## config.mk

```make
export PLATFORM = sky130hd
export DESIGN_NAME = broadcast_vec_fetch
export DESIGN_NICKNAME = d
export VERILOG_FILES = /design/src/rtl/broadcast_vec_fetch.sv
export SDC_FILE = /design/constraint.sdc
export NUM_CORES = 1
export LEC_CHECK = 0
export CORE_MARGIN = 2
export CORE_UTILIZATION = 53
export DETAILED_ROUTE_END_ITERATION = 10
export GPL_ROUTABILITY_DRIVEN = 0
export PLACE_DENSITY_LB_ADDON = 0.2
export SLEW_MARGIN = 30
export SYNTH_ARGS = -nofsm -noshare
export SYNTH_HDL_FRONTEND = slang
export SYNTH_SLANG_ARGS = --single-unit
```

## constraint.sdc

```tcl
create_clock -name clk -period 8.7 [get_ports clk]
set_input_delay 2.175 -clock clk [delete_from_list [all_inputs] [get_ports clk]]
set_output_delay 2.175 -clock clk [all_outputs]
set_load 0.005 [all_outputs]
```

## src/rtl/broadcast_vec_fetch.sv

```systemverilog
// Strided vector fetch: walks SRAM addresses, absorbs the one-cycle read latency,
// and streams buffered vectors plus the job's broadcast mode to the tile generator.
module broadcast_vec_fetch #(
  parameter int TILE_SIZE  = 4,
  parameter int DATA_WIDTH = 16,
  parameter int ADDR_WIDTH = 10,
  parameter int CNT_WIDTH  = 8,
  parameter int FIFO_DEPTH = 4
) (
  input  logic                                        clk,
  input  logic                                        rst_n,
  input  logic                                        start,
  input  logic [ADDR_WIDTH-1:0]                       base_addr,
  input  logic [ADDR_WIDTH-1:0]                       stride,
  input  logic [CNT_WIDTH-1:0]                        num_vecs,
  input  logic                                        mode_in,
  output logic                                        mem_rd_en,
  output logic [ADDR_WIDTH-1:0]                       mem_addr,
  input  logic [TILE_SIZE*DATA_WIDTH-1:0]             mem_rd_data,
  output logic signed [TILE_SIZE-1:0][DATA_WIDTH-1:0] vec_out,
  output logic                                        vec_valid,
  input  logic                                        vec_ready,
  output logic                                        vec_last,
  output logic                                        mode_out,
  output logic                                        busy,
  output logic                                        done
);

  localparam int PW = $clog2(FIFO_DEPTH);
  localparam int CW = PW + 1;
  localparam int OW = CW + 1;

  typedef enum logic [1:0] {
    S_IDLE  = 2'd0,
    S_FETCH = 2'd1,
    S_DRAIN = 2'd2
  } state_e;

  state_e                  state_q;
  logic                    rd_en_q;
  logic                    rd_last_q;
  logic                    pend_q;
  logic                    pend_last_q;
  logic [ADDR_WIDTH-1:0]   addr_q;
  logic [ADDR_WIDTH-1:0]   stride_q;
  logic [CNT_WIDTH-1:0]    left_q;
  logic                    mode_q;
  logic                    done_q;

  logic [TILE_SIZE*DATA_WIDTH-1:0] fifo_data_q [FIFO_DEPTH];
  logic [FIFO_DEPTH-1:0]           fifo_last_q;
  logic [PW-1:0]                   wr_ptr_q;
  logic [PW-1:0]                   rd_ptr_q;
  logic [CW-1:0]                   count_q;

  logic          push;
  logic          pop;
  logic [OW-1:0] occ;
  logic          credit_ok;

  // pend_q marks the read whose data is on mem_rd_data this cycle.
  assign push      = pend_q;
  assign pop       = vec_valid & vec_ready;
  // Entries already held or promised, net of this cycle's pop, before granting one more read.
  assign occ       = OW'(count_q) + OW'(pend_q) + OW'(rd_en_q) - OW'(pop);
  assign credit_ok = occ < OW'(FIFO_DEPTH);

  // NOTE: sequential state uses non-blocking assignments so every register samples pre-edge values.
  always_ff @(posedge clk or negedge rst_n) begin
    if (!rst_n) begin
      state_q     <= S_IDLE;
      rd_en_q     <= 1'b0;
      rd_last_q   <= 1'b0;
      pend_q      <= 1'b0;
      pend_last_q <= 1'b0;
      addr_q      <= '0;
      stride_q    <= '0;
      left_q      <= '0;
      mode_q      <= 1'b0;
      done_q      <= 1'b0;
    end else begin
      done_q      <= 1'b0;
      rd_en_q     <= 1'b0;
      rd_last_q   <= 1'b0;
      pend_q      <= rd_en_q;
      pend_last_q <= rd_last_q;
      case (state_q)
        S_IDLE: begin
          if (start) begin
            mode_q   <= mode_in;
            stride_q <= stride;
            if (num_vecs == '0) begin
              done_q <= 1'b1;
            end else begin
              rd_en_q   <= 1'b1;
              addr_q    <= base_addr;
              rd_last_q <= (num_vecs == CNT_WIDTH'(1));
              left_q    <= num_vecs - 1'b1;
              state_q   <= (num_vecs == CNT_WIDTH'(1)) ? S_DRAIN : S_FETCH;
            end
          end
        end
        S_FETCH: begin
          if (credit_ok) begin
            rd_en_q   <= 1'b1;
            addr_q    <= addr_q + stride_q;
            left_q    <= left_q - 1'b1;
            rd_last_q <= (left_q == CNT_WIDTH'(1));
            if (left_q == CNT_WIDTH'(1)) state_q <= S_DRAIN;
          end
        end
        S_DRAIN: begin
          if (pop && vec_last) begin
            state_q <= S_IDLE;
            done_q  <= 1'b1;
          end
        end
        default: state_q <= S_IDLE;
      endcase
    end
  end

  // NOTE: the FIFO storage carries no reset; occupancy is tracked by the reset pointers and count.
  always_ff @(posedge clk) begin
    if (push) begin
      fifo_data_q[wr_ptr_q] <= mem_rd_data;
      fifo_last_q[wr_ptr_q] <= pend_last_q;
    end
  end

  always_ff @(posedge clk or negedge rst_n) begin
    if (!rst_n) begin
      wr_ptr_q <= '0;
      rd_ptr_q <= '0;
      count_q  <= '0;
    end else begin
      if (push) wr_ptr_q <= wr_ptr_q + 1'b1;
      if (pop)  rd_ptr_q <= rd_ptr_q + 1'b1;
      count_q <= count_q + CW'(push) - CW'(pop);
    end
  end

  assign vec_valid = (count_q != '0);
  assign vec_out   = fifo_data_q[rd_ptr_q];
  assign vec_last  = vec_valid & fifo_last_q[rd_ptr_q];
  assign mem_rd_en = rd_en_q;
  assign mem_addr  = addr_q;
  assign mode_out  = mode_q;
  assign busy      = (state_q != S_IDLE);
  assign done      = done_q;

endmodule

```

==> impl_summary.txt <==
----------------------------------------------------
[Logic synthesis]
  Number of standard cells after synthesis ... approximately 640
  Syn Area/Cell ... 18.92 µm²
  Asr flop ratio synth ... 14.19%
  Post-synthesis sequential area ratio ... about three quarters
  Post-synthesis instance area ... 0.01209 mm²
  Synthesis Warnings ... 0
  Number of enable-type register cells in the synthesized netlist ... 260
  Post-Synthesis Net Count ... 760
  Most used DFF post-synth ... sky130_fd_sc_hd__edfxtp_1
  Count of cell types in the netlist ... 49
  Total of flip-flops plus latches after synthesis ... ~300

[Finish]
  Final Util ... 67.56%
  Area growth from synthesis to layout ... 25.71%
  Layout cells sized above 1 ... approximately 16%
  Fin area ... 0.01520 mm²
  # fillers ... 1448
  Final antenna diode count ... 0
  Net count, final ... 948

[Route]
  Number of vias after detailed routing ... 6502
  Via/cell ratio ... 5.724
  WL final ... approximately 24000 µm
  Detailed Routing Iterations Pass 1 ... 5
  DRC ... 0
  DR WL/cell ... 20.74 µm
  Antenna Violating Nets Remaining ... 0
  Number of DRC violations after detailed-routing iteration 0 ... 407

[Worst setup path]
  R2r setup slk ... 5.39 ns
  Startpoint of the lowest-slack register-to-register path ... count_q[2]
  Arrival time at the worst endpoint ... 3.03 ns
  Reg-to-reg critical path endpoint ... mem_addr[9]
  Largest fanout on the critical path ... 52
  Critical path cell sequence ... buf_6 -> mux4_2 -> and2_1 -> clkdlybuf4s50_1
  Critical path destination ... vec_last
  Worst EP required ... 6.53 ns
  WS Path Type ... register to primary output
  Category of the worst setup path launch point ... register
  Biggest cell delay along the critical path ... 0.62 ns
  Endpoint kind of the worst setup timing path ... primary output
  Library cell contributing the largest single delay on the critical path ... sky130_fd_sc_hd__dfrtp_4
  Critical Path Start ... rd_ptr_q[0]
  Worst Reg-to-Reg Cells ... 11

[CTS]
  CTS tree ... yes
  # clock sinks ... 303
  CTS buffer count ... 30
  Clock slew seen by the registers of the worst setup and hold paths ... approximately 0.060 ns
  CTS H-tree depth ... 1
  Post-cts sizing count ... 0
  Root buffer cell ... sky130_fd_sc_hd__clkbuf_16
  Postcts setup bufs ... 0
  Hold_buf cts ... 0
  Skew-Pair Late Insertion Delay ... 0.53 ns
  CTS Buffer Depth ... 3

[Timing]
  Max Clk Rate ... 0.1920 GHz
  Total Neg Setup Slack ... 0 ns
  Final slew viol count ... 0
  Final hold slack ... 0.3467 ns
  Shortest period the worst path allows ... about 5.2 ns
  Slew margin rel. ... 47.49%
  Unrepaired setup endpoints after global routing ... no
  Final Hold Fails ... 0
  Worst Max-Slew Pin Slew ... 0.7876 ns
  Worst clock skew on the final layout ... about 0.0075 ns
  Total of endpoints with negative setup slack in the final report ... 0
  Fin crit share ... between 50% and 60%

[Power]
  Total chip power ... 5.221 mW
  Total power per unit cell area ... 343.4 mW/mm²
  IR drop worst, VDD ... 0.0001931 V
  Clock share of power ... 23.7%
  Cell-internal power ... 3.683 mW
  Fraction of power spent switching nets ... 29.45%
  Power share of the sequential group ... 39.9%
  Switch Pwr ... 1.537 mW
  Leakage component of the power ... 5.215 nW
  Fraction of power consumed by combinational cells ... 36.4%

[Placement]
  Placed wire-length estimate ... 14840 µm
  Area after DPL ... ~0.014 mm²
  Buffers added on ports ... 176

[Global route]
  Met1 usage in global routing ... 25.92%
  Total grt overflow ... 0
  GR Util All Layers ... about a fifth
  Most used routing layer ... met2
  Wire length of the first global-routing pass ... 36620 µm
  Initial antenna violation count ... 0
  Met2 routing resource usage after global routing ... about 34%
  Grt met3 use ... under 10%
  Largest net degree at the start of global routing ... 67
  Vias in the first global route ... 6851

[Floorplan]
  Die Outline Area ... 0.02404 mm²
  Die Wd ... 155.1 µm
  Site row count ... 55
  Top-Level Pins ... 177
  Effective utilization at floorplan ... 53.74%
  Area of the core ... between 0.02 and 0.025 mm²
  DIE HEIGHT ... between 150 and 200 µm

[Worst hold path]
  HP Class ... register to register

[Outcome]
  Outcome ... complete, no violations

[Flow run]
  Number of violations of the max-capacitance limit ... 0

----------------------------------------------------
## power groups by stage
stage               logic [mW]  clock network, mW  registers [mW]
finish                    1.90               1.24            2.08
global route              2.06               1.32            2.12
CTS                       1.87               1.26            2.13
detailed placement        1.86                  0            2.16
global placement          1.78                  0            2.14
floorplan                 1.18                  0            2.03
## state kept, by name (all words and copies together) (netlist names), 2 cells and up
| register | cells |
|---|---|
| count_q | 3 |
| fifo_data_q | 256 |
| fifo_last_q | 4 |
| left_q | 8 |
| mem_addr | 10 |
| rd_ptr_q | 2 |
| state_q | 2 |
| stride_q | 10 |
| wr_ptr_q | 2 |
## metal layers
metal	wire length, µm	part of all wire (%)
met3	1421	6.0
met2	11910	51
met5	0	0
met1	9748	41
met4	476	2.0
## kinds of logic after synthesis
group | count (synthesis) | synth area share, %
adder cells (fa/ha/maj) | 24 | 2.607
buffers and inverters | 45 | 1.697
XOR/XNOR | 14 | 1.014
AO/OA/AOI/OAI | 74 | 3.766
flip-flops | 303 | 73.46
AND/OR/NAND/NOR | 101 | 4.149
multiplexers | 78 | 13.31
## worst max-delay path: cells and delay by family, from the launching register on
kind / cells / cell delay [ns]
buf+inv: 2 / 1.06
flops: 1 / 0.62
mux: 1 / 0.62
simple gates: 1 / 0.17
## per-stage QoR
stage                     std cells  worst slack (ns)
after detailed placement       1079             3.472
after floorplan                 639             4.456
after global routing           1136             3.246
after global placement         1075             3.162
final                          1136             3.491
after CTS                      1135             3.342
## Yosys cell counts (all sizes together) (7+ instances only)
master,instances,area (µm²)
or3,7,53.80
nor2,19,71.32
xnor2,10,87.58
o21ai,21,105.1
buf,12,81.32
a21oi,23,115.1
a31oi,7,43.79
nand2,33,123.9
clkbuf,15,56.30
mux4,65,1464
dfrtp,43,1076
nand3,10,50.05
ha,22,275.3
edfxtp,260,7807
mux2,12,135.1
inv,18,67.56
## how the worst min path moves through the flow
stage / from / endpoint / slack [ns] / cells past startpoint
after global placement: rd_last_q / pend_last_q / 0.33 / 0
after global routing: rd_last_q / pend_last_q / 0.36 / 0
after detailed placement: rd_last_q / pend_last_q / 0.34 / 0
after CTS: rd_last_q / pend_last_q / 0.35 / 0
final: rd_last_q / pend_last_q / 0.35 / 0
after floorplan: rd_last_q / pend_last_q / 0.33 / 0
## cell usage in the layout, fill, tap and decap left out, drive strengths merged, types with 4 or more instances in the layout
cell           instances
a31oi                  7
nor3                   4
nand2                 33
mux4                  65
o21ai                 21
dfrtp                 43
nand3                 10
and2                   6
nor2                  19
clkbuf                53
ha                    22
nand2b                 4
clkdlybuf4s50        175
inv                   18
xnor2                 10
xor2                   4
nor2b                  6
or3                    7
a21o                   5
mux2                  12
buf                    8
edfxtp               260
a21oi                 23
## layout make-up
type / count / area [µm²] / area share (%)
Timing Repair Buffer: 183 / 1908 / 12.55
Clock buffer: 53 / 949.7 / 6.247
Multi-Input combinational cell: 291 / 3015 / 19.84
Clock inverter: 3 / 13.76 / 0.09053
Tap cell: 285 / 356.6 / 2.346
Sequential cell: 303 / 8891 / 58.49
Inverter: 18 / 67.56 / 0.4444
No activity file was read; power rests on OpenSTA's default activity.
